`src/rtl/sdes_core.sv`:
```
// sdes_core: clocked Simplified-DES encryption of an 8-bit nonce under a
// 10-bit key. One request at a time, three cycles per result, with a
// single-cycle out_valid pulse when rn is updated.
//
// state  | meaning
// IDLE   | waiting for a request; in_ready high
// ROUND1 | first Feistel round with K1, followed by the half swap
// ROUND2 | second round with K2 and the final permutation into rn
module sdes_core (
  input  logic       clk,
  input  logic       rst,
  input  logic       in_valid,
  input  logic [7:0] nonce,
  input  logic [9:0] key,
  output logic       in_ready,
  output logic [7:0] rn,
  output logic       out_valid
);

  typedef enum logic [1:0] {IDLE, ROUND1, ROUND2} state_t;

  // S-box contents packed row-major, entry (row*4+col) at the MSB end first
  localparam logic [31:0] S0_TBL = 32'h4EE4_27DE;
  localparam logic [31:0] S1_TBL = 32'h1B87_C493;

  state_t     state, state_nxt;
  logic [7:0] lr;
  logic [7:0] k1, k2;
  logic       load, do_r1, do_r2;

  logic [9:0] p10_key;
  logic [4:0] l1, r1, l3, r3;
  logic [7:0] k1_nxt, k2_nxt;

  function automatic logic [7:0] p8(input logic [9:0] x);
    p8 = {x[4], x[7], x[3], x[6], x[2], x[5], x[0], x[1]};
  endfunction

  function automatic logic [7:0] ip(input logic [7:0] b);
    ip = {b[6], b[2], b[5], b[7], b[4], b[0], b[3], b[1]};
  endfunction

  function automatic logic [7:0] ip_inv(input logic [7:0] b);
    ip_inv = {b[4], b[7], b[5], b[3], b[1], b[6], b[0], b[2]};
  endfunction

  function automatic logic [1:0] sbox(input logic [31:0] tbl, input logic [3:0] x);
    logic [3:0] idx;
    idx  = {x[3], x[0], x[2], x[1]};
    sbox = tbl[5'd30 - {idx, 1'b0} +: 2];
  endfunction

  function automatic logic [3:0] f_round(input logic [3:0] r, input logic [7:0] sk);
    logic [7:0] t;
    logic [3:0] y;
    t       = {r[0], r[3], r[2], r[1], r[2], r[1], r[0], r[3]} ^ sk;
    y       = {sbox(S0_TBL, t[7:4]), sbox(S1_TBL, t[3:0])};
    f_round = {y[2], y[0], y[1], y[3]};
  endfunction

  function automatic logic [7:0] fk(input logic [7:0] x, input logic [7:0] sk);
    fk = {x[7:4] ^ f_round(x[3:0], sk), x[3:0]};
  endfunction

  // Key schedule from the live key input; only used at acceptance
  always_comb begin
    p10_key = {key[7], key[5], key[8], key[3], key[6],
               key[0], key[9], key[1], key[2], key[4]};
    l1      = {p10_key[8:5], p10_key[9]};
    r1      = {p10_key[3:0], p10_key[4]};
    l3      = {l1[2:0], l1[4:3]};
    r3      = {r1[2:0], r1[4:3]};
    k1_nxt  = p8({l1, r1});
    k2_nxt  = p8({l3, r3});
  end

  // State register
  always_ff @(posedge clk or posedge rst) begin
    if (rst) state <= IDLE;
    else     state <= state_nxt;
  end

  // Next-state logic
  always_comb begin
    state_nxt = state;
    case (state)
      IDLE:    if (in_valid) state_nxt = ROUND1;
      ROUND1:  state_nxt = ROUND2;
      ROUND2:  state_nxt = IDLE;
      default: state_nxt = IDLE;
    endcase
  end

  // Decoded controls for the datapath
  always_comb begin
    in_ready = 1'b0;
    load     = 1'b0;
    do_r1    = 1'b0;
    do_r2    = 1'b0;
    case (state)
      IDLE: begin
        in_ready = 1'b1;
        load     = in_valid;
      end
      ROUND1:  do_r1 = 1'b1;
      ROUND2:  do_r2 = 1'b1;
      default: ;
    endcase
  end

  // Working block and round keys, captured at acceptance so input changes
  // while busy cannot disturb the in-flight result
  always_ff @(posedge clk or posedge rst) begin
    if (rst) begin
      lr <= 8'h00;
      k1 <= 8'h00;
      k2 <= 8'h00;
    end else if (load) begin
      lr <= ip(nonce);
      k1 <= k1_nxt;
      k2 <= k2_nxt;
    end else if (do_r1) begin
      lr <= {fk(lr, k1)[3:0], fk(lr, k1)[7:4]};
    end
  end

  // Result register and completion pulse
  always_ff @(posedge clk or posedge rst) begin
    if (rst) begin
      rn        <= 8'h00;
      out_valid <= 1'b0;
    end else begin
      out_valid <= do_r2;
      if (do_r2) rn <= ip_inv(fk(lr, k2));
    end
  end

endmodule

```
`config.mk`:
```
export PLATFORM = sky130hd
export DESIGN_NAME = sdes_core
export DESIGN_NICKNAME = d
export VERILOG_FILES = /design/src/rtl/sdes_core.sv
export SDC_FILE = /design/constraint.sdc
export NUM_CORES = 1
export LEC_CHECK = 0
export CORE_ASPECT_RATIO = 2
export CORE_MARGIN = 10
export CORE_UTILIZATION = 35
export DETAILED_ROUTE_END_ITERATION = 8
export PLACE_DENSITY = 0.55
export SETUP_SLACK_MARGIN = 0.4
export SKIP_CTS_REPAIR_TIMING = 1
export SLEW_MARGIN = 10
export SYNTH_ARGS = -nofsm -noshare
export SYNTH_HDL_FRONTEND = slang
export SYNTH_SLANG_ARGS = --single-unit
```
`constraint.sdc`:
```
create_clock -name clk -period 2.1 [get_ports clk]
set_clock_uncertainty 0.05 [all_clocks]
set_input_delay 0.42 -clock clk [delete_from_list [all_inputs] [get_ports clk]]
set_output_delay 0.42 -clock clk [all_outputs]
set_load 0.02 [all_outputs]
```
# [After elaboration in Yosys (flattened, before gate mapping)]
# Index checks and enable logic that the tools add are counted.
[classes] addsub=4 eq_ne=3 reduce_logical=2 bitwise_logic=4 n_shift=4 muxes=8
[op_table] operator="$shiftx A32 B6 Y2 const A" count=4
[op_table] operator="$sub A5 B5 Y5 const A" count=4
[op_table] operator="$mux W8" count=2
[op_table] operator="$xor A8 B8 Y8" count=2
[op_table] operator="$xor A4 B4 Y4" count=2
[op_table] operator="$mux W1" count=4
[op_table] operator="$pmux W2 S2" count=1
[op_table] operator="$eq A2 B1 Y1 const B" count=1
[op_table] operator="$eq A2 B2 Y1 const B" count=1
[op_table] operator="$logic_not A2 Y1" count=1
[op_table] operator="$mux W2" count=1
[op_table] operator="$ne A2 B2 Y1 const B" count=1
[op_table] operator="$reduce_bool A2 Y1" count=1
[word_totals] reg_bits=35 output_inout_bits=10 input_bits=21

# [Longest topological paths before layout]
# Gate-level depths: netlist of the first run.
[depth] ltp_word=6 ltp_mapped=8 depth_no_buf=7

# [Least setup slack after synthesis of the first run]
# OpenSTA, ideal clock, no wires.
[synth_path] kind="reg-to-reg" start="reg lr[1]" end="reg lr[1]" n_path_buf=1 arrival_time_ps=1633 required_ps=1968 setup_ps=82 path_stages_with_launch=8 slack_ps=335 period_less_slack_ps=1765 path_cell_list="dfrtp_1 -> buf_6 -> xnor2_1 -> ha_1 -> or3_1 -> a21oi_1 -> a21oi_1 -> a31oi_1"
[synth_via] elab_chain_cells=6
[synth_rtl] element="from (decl)" line="27" text="logic [7:0] lr;"
[synth_rtl] element="from (signal assigned)" line="119" text="lr <= ip(nonce);"
[synth_rtl] element="from (signal assigned)" line="123" text="lr <= {fk(lr, k1)[3:0], fk(lr, k1)[7:4]};"
[synth_rtl] element="$xor A8 B8 Y8" line="56" text="t = {r[0], r[3], r[2], r[1], r[2], r[1], r[0], r[3]} ^ sk;"
[synth_rtl] element="$sub A5 B5 Y5" line="50" text="sbox = tbl[5'd30 - {idx, 1'b0} +: 2];"
[synth_rtl] element="$shiftx A32 B6 Y2" line="50"
[synth_rtl] element="$xor A4 B4 Y4" line="62" text="fk = {x[7:4] ^ f_round(x[3:0], sk), x[3:0]};"
[synth_rtl] element="$mux W8" line="122" text="end else if (do_r1) begin"
[synth_rtl] element="$mux W8" line="118" text="end else if (load) begin"
# No other way between the ends. The select of a mux whose other input is x is not followed.
# A chain may end at the register's enable or synchronous reset.

# [Final worst setup path of the first run]
[layout_path] start="reg k1[2]" end="reg lr[1]"
[layout_via] elab_chain_cells=6
[layout_rtl] element="from (decl)" line="28" text="logic [7:0] k1, k2;"
[layout_rtl] element="from (signal assigned)" line="120" text="k1 <= k1_nxt;"
[layout_rtl] element="$xor A8 B8 Y8" line="56"
[layout_rtl] element="$sub A5 B5 Y5" line="50"
[layout_rtl] element="$shiftx A32 B6 Y2" line="50"
[layout_rtl] element="$xor A4 B4 Y4" line="62"
[layout_rtl] element="$mux W8" line="122"
[layout_rtl] element="$mux W8" line="118"
# No other way between the ends. The select of a mux whose other input is x is not followed.

==> results of run 1 <==
==> area by class of cell <==
class / instances / area [um2]
clock buffer: 8 / 80.1
fill: 458 / 2510
inverter: 7 / 26.3
multi-input combinational: 130 / 972
sequential: 29 / 731
tap: 57 / 71.3
timing repair buffer: 43 / 430
==> flip-flops by register name (all words and copies together) (netlist names) <==
register	count
state	2
lr	8
k1	7
out_valid	1
rn	8
k2	3
==> per-stage QoR <==
stage,hold slack (ns),instance area [um2]
floorplan,0.416,1730
global placement,0.417,2100
detailed placement,0.435,2100
CTS,0.449,2180
global route,0.475,2310
finish,0.433,2310
==> worst paths after layout <==
check | cells past startpoint | slack [ns] | endpoint
setup / recovery | 6 | 0.31 | lr[1]$_DFFE_PP0P_
min in group asynchronous | 3 | 0.46 | rn[0]$_DFFE_PP0P_
max in group asynchronous | 3 | 1.22 | k1[5]$_DFFE_PP0P_
hold reg to reg | 2 | 0.43 | rn[6]$_DFFE_PP0P_
setup reg to reg | 6 | 0.31 | lr[1]$_DFFE_PP0P_
hold / removal | 2 | 0.43 | rn[6]$_DFFE_PP0P_
==> per-layer routing <==
layer / vias to the layer above / global-route usage, % / routed length, um
met5: - / 0 / 0
met4: 0 / 4.81 / 96
met3: 8 / 2.66 / 134
met2: 30 / 19.1 / 2420
met1: 666 / 9.61 / 1540
li1: 653 / - / -
==> cells in the final DEF (no fill, tap or decap), drive strengths merged <==
| master | netlist | final |
|---|---|---|
| nand2 | 45 | 45 |
| dfrtp | 29 | 29 |
| clkdlybuf4s50 | 0 | 20 |
| xnor2 | 18 | 18 |
| buf | 6 | 13 |
| xor2 | 11 | 11 |
| dlymetal6s2s | 0 | 10 |
| o21ai | 9 | 9 |
| mux2i | 8 | 8 |
| clkbuf | 2 | 8 |
| inv | 5 | 5 |
| a22oi | 5 | 5 |
| a21oi | 5 | 5 |
| nor2 | 5 | 5 |
| mux2 | 4 | 4 |
| nand3 | 4 | 4 |
| and3 | 3 | 3 |
| nand2b | 2 | 2 |
| clkinv | 2 | 2 |
| ha | 2 | 2 |
| o22ai | 1 | 1 |
| and2 | 1 | 1 |
| nand4 | 1 | 1 |
| nand3b | 1 | 1 |
| o211ai | 1 | 1 |
| nor3 | 1 | 1 |
| or3 | 1 | 1 |
| a31oi | 1 | 1 |
| o2bb2ai | 1 | 1 |
==> kinds of logic (layout without fill, tap and decap cells) <==
kind of cell | count (synthesis) | in the layout | share of synthesized area [%]
xor+xnor | 29 | 29 | 20.1
mux | 12 | 12 | 7.31
buf+inv | 15 | 58 | 4.61
flops | 29 | 29 | 42.4
fa+ha+maj | 2 | 2 | 1.46
compound gates | 23 | 23 | 8.33
simple gates | 64 | 64 | 15.8
==> power breakdown <==
part           switching [mW]  total [mW]  internal (mW)
Clock                   0.198       0.433          0.235
Combinational           0.963        2.06           1.10
Sequential              0.303        1.06          0.762
==> critical path: stages, from the launching register on <==
cell     delay [ns]
dfrtp_1        0.47
xnor2_4        0.20
ha_1           0.31
or3_1          0.31
a21oi_1        0.15
a21oi_1        0.05
a31oi_1        0.17
==> impl_results.md, run 1 <==
- I/O pin count: 31
- Power Density: 1540 mW/mm2
- Total number of vias: 1357
- Peak supply drop: 0.000725 V
- Status: completed
- Post-route setup slack: 0.308 ns
- Post-Syn Area: 0.00171 mm2
- Post-route ant nets: 0
- Vias in the first global route: ~1400
- P_leak: 1.15 nW
- Nets@finish: 239
- Final Power: 3.55 mW
- Pre-CTS setup slack: 0.263 ns
- First DRT Iteration DRCs: 56
- HPWL Detailed: 3.24 mm
- Total CTS buffers: 5
- Layout cells sized above 1: between 15 and 20%
- Final period util: between 80% and 90%
- Startpoint Class: flop
- Arrival time of the worst setup path: 1.93 ns
- CTS root buffer: clkbuf_8
- CTS HTree Levels: 2
- Per-cell routed wire length: 15.3 um
- Worst slew pin tran: 0.522 ns
- Register bit count reported by yosys: 29
- Top cells by area, synth: dfrtp_1, nand2_1, xnor2_1
- Inst Count DP: 260
- Dominant cell type by area after synthesis: dfrtp_1
- Hold Violations, Final: 0
- Initial Util: a little over a third
- RR Startpoint: k1[2]$_DFFE_PP0P_
- Sink Count: 29
- Diodes inserted: 0
- Crit. End Element: flop
- Hold Crit Start: rn[6]$_DFFE_PP0P_
- Post-Syn Nets: 197
- Cell Count, Final, Fillers Out: 274
- Synth cell types: 34
- Global-route usage over all layers: 10.1%
- Most common cell in the synthesized netlist: nand2_1
- CTS tree: built
- Chip Height: around 120 um
- FFs w/ async S/R, synth: 100%
- Syn avg cell area: 9.84 um2
- Drt first pass iters: 6
- Max-Cap Viols: 0
- Pin count of the biggest net entering global routing: 30
- Top-area cell type share of the netlist area: 42.4%
- Placer Congestion: ~0.8
- Data required time of the worst path: ~2.2 ns
- Fmax: 0.558 GHz
- Bufs on Longest Clock Path: 2
- Setup CP Type: reg2reg
- Area of the core: 0.00482 mm2
- First-pass GRT wire length: between 6 and 7 mm
- Setup TNS: 0 ns
- Tmin final: 1.79 ns
- Seq/Total Area, Yosys: a little over two fifths
- # rows: 36
- RSZ-0062 raised after global routing: true
- YS warnings: 0
- Worst Path Max Fanout: 3
- WL final: 4.20 mm
- Setup violations, final: 0
- Final core utilization: between 40 and 50%
- Port Buffers: 30
- Dominant synthesized flop cell: dfrtp_1
- Worst-skew pair later-pin latency: 0.27 ns
- Relative slew slack: 65.2%
- Slew Limit Fails: 0
- Mapped Cells: 174
- Horiz. Die Dim: 69.5 um
- Most frequent cells after synthesis: nand2_1, dfrtp_1, xnor2_1, mux2i_1
- EDFF count, synth: 0
- Initial antenna violation count: 0
- Area growth syn-to-layout: 35.0%
- Die Footprint: 0.00826 mm2
- Clk slew on worst S/H paths: 0.06 ns
- Via density: 4.95
- Hold/Removal Path Class: reg2reg
- Drt drc: 0
- Crit path from: k1[2]$_DFFE_PP0P_
- GR Overflow Total: 0
(Power assumes the default switching activity.)
==> run 2, diff against run 1 <==
CORE_ASPECT_RATIO = default   (was 2)
TNS_END_PERCENT = 20   (was default)
==> run 2 against run 1 <==
Compared with the run above:
- combinational power about the same
- non-clock buffer count is 2 lower
- clock power up 3%
- critical path depth is the same
- sequential power about the same
- setup slack improved by 0.055 ns
- highest routed layer unchanged
==> impl_results.md, run 2 (synthesis results as in run 1) <==
- Post-route setup slack: 0.363 ns
- Setup violations, final: 0
- Worst Path Max Fanout: 6
- Critical Path Sink: lr[1]$_DFFE_PP0P_
- Drt drc: 0
- First-pass GRT wire length: 6.60 mm
- Design area: 0.00227 mm2
- Final period util: 82.7%
- Initial Util: 36.2%
- Commonest non-fill, non-tap cells in the layout: nand2_1, clkdlybuf4s50_1, dfrtp_1, xnor2_1, buf_4
- Vias in the first global route: 1429
- Critical path depth: 6
- Power Density: 1570 mW/mm2
- I/O pin count: 31
- Slew Limit Fails: 0
- # rows: 25
- Worst slew pin tran: 0.468 ns
- Delay-heaviest family, CP: flip-flops
- Setup TNS: 0 ns
- Worst r2r path cells: 6
- Crit-path cells: xnor2_4 > ha_4 > or3_4 > a21oi_2 > a21oi_1 > a31oi_1
- Nets@finish: between 200 and 250
- Global-route usage over all layers: around a tenth
- Setup CP Type: reg2reg
- Peak supply drop: roughly 0.00046 V
- Data required time of the worst path: 2.24 ns
- Chip Height: 89.9 um
- WP buf/inv: 0
- P_leak: 1.03 nW
- WL final: 4.03 mm
- Sink Count: 29
- Most common cell after layout, fill and taps aside: nand2_1
- Bufs on Longest Clock Path: 2
- Initial antenna violation count: 0
- RR Startpoint: lr[1]$_DFFE_PP0P_
- Hold/Removal Path Class: reg2reg
- Reg2reg end: lr[1]$_DFFE_PP0P_
- Horiz. Die Dim: 89.9 um
- Layout cells sized above 1: roughly a fifth
- Placer Congestion: between 0.7 and 0.8
- Total number of vias: 1286
- Clk slew on worst S/H paths: 0.06 ns
- Max-Cap Viols: 0
- Post-route ant nets: 0
- CTS HTree Levels: 2
- Per-cell routed wire length: 14.3 um
- Crit. End Element: flop
- DP Area: 0.00212 mm2
- Diodes inserted: 0
- Hold Violations, Final: 0
- Via density: between 4 and 5
- Worst path slowest cell: dfrtp_2
- GR Overflow Total: 0
- Pin count of the biggest net entering global routing: 30
- # fillers: 454
- Fmax: 0.576 GHz
- Worst Hold Margin: 0.434 ns
- Area growth syn-to-layout: 32.7%
- First DRT Iteration DRCs: 43
- Drt first pass iters: 4
- Die Footprint: 0.00809 mm2
- Area of the core: 0.00472 mm2
- Final Power: 3.57 mW
- CTS root buffer: clkbuf_8
- RSZ-0062 raised after global routing: true
- Status: completed
- Crit path from: lr[1]$_DFFE_PP0P_
- R2R Setup Slk: around 0.36 ns
- CTS tree: built
- Total CTS buffers: 5
- Regs by FF count: lr (8), rn (8), k1 (7)
- Port Buffers: 30
- Arrival time of the worst setup path: around 1.9 ns
- Startpoint Class: flop
- Pre-CTS setup slack: 0.285 ns
- Worst-skew pair later-pin latency: 0.28 ns
- Tmin final: 1.74 ns
- Relative slew slack: about 69%
- CP max stage delay: 0.49 ns
- HPWL Detailed: 3.05 mm
run 2: through the flow:
step | utilization [%] | std cells
global route | 48.1 | 282
floorplan | - | 174
global placement | 44.9 | 271
finish | 48.1 | 282
detailed placement | 44.9 | 271
CTS | 46.7 | 279
run 2: layout make-up:
type                       instances  area (um2)  share of cell area, %
multi-input combinational        130         962                   42.4
sequential                        29         731                   32.2
inverter                           7        26.3                   1.16
tap                               67        83.8                   3.69
clock inverter                     2        10.0                  0.441
timing repair buffer              41         385                   17.0
clock buffer                       6        72.6                   3.20
run 2: worst reg2reg max path, cell delays in order, from the launching register on:
cell and delay [ns]:
dfrtp_2 0.49, xnor2_4 0.23, ha_4 0.23, or3_4 0.32
a21oi_2 0.11, a21oi_1 0.05, a31oi_1 0.18
run 2: worst min-delay path by stage:
| stage | from | end | slack [ns] | depth (start not counted) |
|---|---|---|---|---|
| after global placement | rn[2]$_DFFE_PP0P_ | rn[2]$_DFFE_PP0P_ | 0.42 | 2 |
| after CTS | rn[2]$_DFFE_PP0P_ | rn[2]$_DFFE_PP0P_ | 0.44 | 2 |
| after detailed placement | rn[6]$_DFFE_PP0P_ | rn[6]$_DFFE_PP0P_ | 0.43 | 2 |
| final | rn[2]$_DFFE_PP0P_ | rn[2]$_DFFE_PP0P_ | 0.43 | 2 |
| after floorplan | k2[2]$_DFFE_PP0P_ | k2[2]$_DFFE_PP0P_ | 0.42 | 2 |
| after global routing | rn[2]$_DFFE_PP0P_ | rn[2]$_DFFE_PP0P_ | 0.47 | 2 |
run 2: power breakdown:
part / internal (mW) / switching [mW] / total, mW / leakage, nW
clock: 0.229 / 0.216 / 0.445 / 0.0450
sequential: 0.762 / 0.274 / 1.04 / 0.352
combinational: 1.09 / 0.998 / 2.09 / 0.630
total: 2.08 / 1.49 / 3.57 / 1.03
run 2: routing by layer:
layer | wire length, um | vias up | GRT usage [%]
li1 | - | 649 | -
met1 | 1840 | 599 | 11.6
met2 | 1930 | 34 | 16.2
met3 | 216 | 4 | 4.57
met4 | 33 | 0 | 3.18
met5 | 0 | - | 0
==> run 3, diff against run 2 <==
PLACE_DENSITY = 0.57   (was 0.55)
clock period = 1.53 ns   (was 2.1 ns; I/O delays follow)
==> run 3 against run 2 <==
Compared with the run above:
- the flow now finishes with violations (negative setup slack)
- sequential share of layout area shrank 3.2 points
- register-to-register slack worse by 0.52 ns
- largest power group unchanged
- flip-flop and latch count unchanged
- critical path type unchanged
- sequential power is 34% higher
==> impl_results.md, run 3 (synthesis results as in run 1) <==
- Status: finished, violations left
- Failing checks: negative setup slack
- Worst slew pin tran: 0.270 ns
- # rows: 25
- Pin count of the biggest net entering global routing: 30
- Data required time of the worst path: 1.68 ns
- Crit. End Element: flop
- CTS tree: built
- GR Overflow Total: 0
- HPWL Detailed: 3.18 mm
- Pre-CTS setup slack: -0.208 ns
- Post-route ant nets: 0
- Sequential cell area: 731 um2
- WL met2: 1.96 mm
- Via density: 4.68
- Worst r2r path cells: 6
- Total CTS buffers: 5
- Drt first pass iters: 4
- WL final: ~4.2 mm
- Drt drc: 0
- Final Power: 5.47 mW
- Horiz. Die Dim: 89.9 um
- Sink Count: 29
- Setup CP Type: reg2reg
- Diodes inserted: 0
- Initial antenna violation count: 0
- RR Startpoint: lr[0]$_DFFE_PP0P_
- Area of the multi-input gates: 0.00104 mm2
- Reg2reg end: lr[1]$_DFFE_PP0P_
- Die Footprint: 0.00809 mm2
- Regs by FF count: lr (8), rn (8), k1 (7)
- Power Density: ~2200 mW/mm2
- Inst Count DP: 282
- Layout cells sized above 1: 33.2%
- P_leak: 1.16 nW
- Hold/Removal Path Class: in2async
- Hold Violations, Final: 0
- Most common cell after layout, fill and taps aside: nand2_1
- Chip Height: 89.9 um
- I/O pin count: 31
- Final period util: 110%
- Slew Limit Fails: 0
- Tmin final: between 1.5 and 2 ns
- Max-Cap Viols: 0
- Top Layer Used: met4
- Arrival time of the worst setup path: ~1.8 ns
- Global-route usage over all layers: 10.4%
- First-pass GRT wire length: 6.93 mm
- Cell Count, Final, Fillers Out: 293
- Startpoint Class: flop
- Final core utilization: 53.3%
- Total number of vias: 1371
- Placer Congestion: 0.877
- Vias in the first global route: between 1000 and 1500
- CTS HTree Levels: 2
- WL met1: 1.97 mm
- Per-cell routed wire length: 14.3 um
- R2R Setup Slk: -0.15 ns
- Fmax: 0.595 GHz
- Met3 WL: 211 um
- Setup violations, final: 7
- Nets@finish: 248
- Post-route setup slack: -0.152 ns
- Commonest non-fill, non-tap cells in the layout: nand2_1, dfrtp_1, clkdlybuf4s50_1, buf_4, buf_6
- Relative slew slack: slightly above 80%
- Area of the core: 0.00472 mm2
- # fillers: 430
- CTS root buffer: clkbuf_8
- Worst-skew pair later-pin latency: 0.28 ns
- Peak supply drop: just over 0.0008 V
- Port Buffers: 30
- DP Area: 0.00226 mm2
- Worst Path Max Fanout: 2
- Clk slew on worst S/H paths: 0.07 ns
- Bufs on Longest Clock Path: 2
- Design area: 0.00252 mm2
- Initial Util: 36.2%
- Area growth syn-to-layout: 47.1%
- First DRT Iteration DRCs: 47
- RSZ-0062 raised after global routing: true
==> run 3: worst max-delay path, cell delays in order (launching register included) <==
cell	delay (ns)
dfrtp_1	0.43
xnor2_2	0.21
ha_4	0.24
or3_4	0.33
a21oi_2	0.14
a21oi_1	0.05
a31oi_1	0.14
==> run 3: report_power, final <==
| part | leakage (nW) | total (mW) | internal, mW | switching [mW] |
|---|---|---|---|---|
| registers | 0.352 | 1.39 | 1.05 | 0.341 |
| clock network | 0.0542 | 0.711 | 0.406 | 0.304 |
| logic | 0.750 | 3.37 | 1.85 | 1.52 |
==> run 3: layout make-up <==
class,instances,area share (%)
Multi-Input combinational cell,130,41.4
Timing Repair Buffer,52,20.9
Clock inverter,1,0.199
Clock buffer,7,3.83
Sequential cell,29,29.0
Tap cell,67,3.33
Inverter,7,1.34
==> run 3: layer usage <==
layer | GRT usage [%] | vias to the layer above
li1 | - | 675
met1 | 13.3 | 654
met2 | 16.3 | 34
met3 | 3.24 | 8
met4 | 3.18 | 0
met5 | 0 | -
==> run 3: worst max path at each step <==
| stage | slack [ns] | endpoint | from |
|---|---|---|---|
| 2_1_floorplan | -0.15 | lr[1]$_DFFE_PP0P_ | lr[1]$_DFFE_PP0P_ |
| 3_3_place_gp | -0.15 | rn[5]$_DFFE_PP0P_ | lr[1]$_DFFE_PP0P_ |
| 3_5_place_dp | -0.21 | lr[1]$_DFFE_PP0P_ | k1[2]$_DFFE_PP0P_ |
| 4_1_cts | -0.26 | in_ready | state[0]$_DFFE_PP0P_ |
| 5_1_grt | -0.23 | lr[1]$_DFFE_PP0P_ | lr[0]$_DFFE_PP0P_ |
| 6_report | -0.15 | lr[1]$_DFFE_PP0P_ | lr[0]$_DFFE_PP0P_ |
==> run 3: through the flow <==
stage               hold WS [ns]  setup TNS [ns]
floorplan                  0.334          -0.159
global placement           0.420          -0.507
detailed placement         0.437          -0.760
CTS                        0.328           -1.83
global route               0.351           -1.33
finish                     0.318          -0.579
==> RTL change, RTL diff (settings of run 3) <==
Re-encode `state_t` (3 states) as one-hot, 3 bits wide.
--- a/src/rtl/sdes_core.sv
+++ b/src/rtl/sdes_core.sv
@@ -17,7 +17,7 @@
   output logic       out_valid
 );
 
-  typedef enum logic [1:0] {IDLE, ROUND1, ROUND2} state_t;
+  typedef enum logic [2:0] {IDLE = 3'b001, ROUND1 = 3'b010, ROUND2 = 3'b100} state_t;
 
   // S-box contents packed row-major, entry (row*4+col) at the MSB end first
   localparam logic [31:0] S0_TBL = 32'h4EE4_27DE;
Behaviour: no difference found for any inputs over 10 cycles, from zero or initial values and one cycle with rst high; not proved beyond that.
==> RTL change against run 3 <==
- combinational power grew 41%
- routed wire length up 2.8%
- design area rose by 7.4%
- total power increased by 31%
- die area increased by 3.7%
- utilization grew 2.5 points
- sequential cell count rose by 1
- count of clock-buffer cells in the layout fell by 1
- the flow still finishes with violations (setup timing)
- worst setup slack improved by 0.037 ns
- synthesized area rose by 4.8%
==> RTL change: results (changes against run 3) <==
- The leakage power total is 1.30 nW (was 1.16 nW).
- The beginning of the worst register-to-register path is lr[1]$_DFFE_PP0P_ (was lr[0]$_DFFE_PP0P_).
- The maximum single-stage delay on the critical path is 0.48 ns (was 0.43 ns).
- The net count after synthesis is 210 (was 197).
- The global-route met2 utilization is 16.7% (was 16.3%).
- Violations in the final reports: setup timing (unchanged).
- The starting DRC count in detailed routing is 63 (was 47).
- The routed wire length came to 4.30 mm (was 4.19 mm).
- The final worst-path setup slack is -0.115 ns (was -0.152 ns).
- The half-perimeter wire length of the detailed placement result came to 3.31 mm (was 3.18 mm).
- The arrival time of data at the critical path endpoint is 1.77 ns (was 1.83 ns).
- The maximum vdd drop is 0.904 mV (was 0.818 mV).
- The share of cells above drive strength 1 is 37.8% (was 33.2%).
- The net switching power of the design is 0.00299 W (was 0.00217 W).
- The gate family responsible for the most delay along the worst path is flip-flops (unchanged).
- The routing usage on met3 came to 3.87% (was 3.24%).
- The maximum fanout count along the critical path was 4 (was 2).
- The logic depth of the worst register-to-register path was 7 (was 6).
- Run status: finished, violations left (unchanged).
- The final instance area is 0.00270 mm² (was 0.00252 mm²).
- The portion of the post-synthesis area used by sequential elements is 41.9% (was 42.4%).
- The met1 demand-to-capacity share in global routing came to 13.4% (was 13.3%).
- The final RePlAce weighted congestion is 0.798 (was 0.877).
- Most numerous cell types in the synthesized netlist: sky130_fd_sc_hd__nand2_1, sky130_fd_sc_hd__dfrtp_1, sky130_fd_sc_hd__mux2i_1, sky130_fd_sc_hd__xnor2_1, sky130_fd_sc_hd__nor2_1 (was sky130_fd_sc_hd__nand2_1, sky130_fd_sc_hd__dfrtp_1, sky130_fd_sc_hd__xnor2_1).
- The first-pass GRT wire length came to 7.22 mm (was 6.93 mm).
- The cell area reported after detailed placement is 0.00242 mm² (was 0.00226 mm²).
- Leading registers by flop count: lr: 8 flops, rn: 8 flops, k1: 7 flops (unchanged).
- The transition time at the pin with the least slew margin is 0.370 ns (was 0.270 ns).
- The number of warnings reported in the yosys synthesis log is 0 (unchanged).
- The final net count is 273 (was 248).
- The overall track demand over capacity in global routing was 10.8% (was 10.4%).
- The via count of the first global-routing pass was 1532 (was 1408).
- The critical path start-end classification is reg -> reg (unchanged).
- The number of antenna cells inserted was 0 (unchanged).
- The fill cell instance count of the final layout was 444 (was 430).
- The final setup violation count is 8 (was 7).
- Top cells by area, synth: sky130_fd_sc_hd__dfrtp_1, sky130_fd_sc_hd__nand2_1, sky130_fd_sc_hd__mux2i_1 (was sky130_fd_sc_hd__dfrtp_1, sky130_fd_sc_hd__nand2_1, sky130_fd_sc_hd__xnor2_1).
- The pin count of the biggest net entering global routing is 31 (was 30).
- The standard cell with the maximum stage delay on the critical path was sky130_fd_sc_hd__dfrtp_2 (was sky130_fd_sc_hd__dfrtp_1).
- The total via count after detailed routing was 1435 (was 1371).
## RTL change: per-stage QoR
stage	hold slack [ns]	power (W)	setup WS [ns]	TNS [ns]	cells
2_1_floorplan	0.346	0.00459	0.0207	0	187
3_3_place_gp	0.412	0.00592	-0.172	-1.05	309
3_5_place_dp	0.414	0.00598	-0.191	-1.22	309
4_1_cts	0.319	0.00670	-0.521	-2.50	317
5_1_grt	0.357	0.00779	-0.182	-1.25	318
6_report	0.321	0.00719	-0.115	-0.436	318
## RTL change: kinds of logic after synthesis
kind of cell / synth area share [%]
AND/OR/NAND/NOR: 18.8
AO/OA/AOI/OAI: 7.96
XOR/XNOR: 18.2
flip-flops: 41.9
adder cells (fa/ha/maj): 1.40
multiplexers: 5.58
buffers and inverters: 6.14
## RTL change: metal layers
layer  wire [µm]  part of all wire [%]  vias to the layer above
li1            -                     -                      725
met1        2030                    47                      670
met2        1990                    46                       32
met3         192                   4.5                        8
met4          82                   1.9                        0
met5           0                     0                        -
## RTL change: layout make-up
class | count | area (µm²) | share of cell area [%]
tap | 67 | 83.8 | 3.10
clock buffer | 6 | 82.6 | 3.05
multi-input combinational | 141 | 1100 | 40.7
sequential | 30 | 757 | 28.0
clock inverter | 2 | 12.5 | 0.463
inverter | 7 | 31.3 | 1.16
timing repair buffer | 65 | 637 | 23.6
## RTL change: power by group through the flow
stage	sequential [W]	combinational (W)	clock [W]
finish	0.00174	0.00476	0.000687
global route	0.00180	0.00525	0.000745
CTS	0.00169	0.00430	0.000710
detailed placement	0.00171	0.00427	0
global placement	0.00170	0.00422	0
floorplan	0.00162	0.00297	0
## RTL change: worst min-delay path, cell delays in order
cell and delay, ns:
sky130_fd_sc_hd__clkdlybuf4s50_1 0.41, sky130_fd_sc_hd__inv_1 0.10, sky130_fd_sc_hd__buf_12 0.21
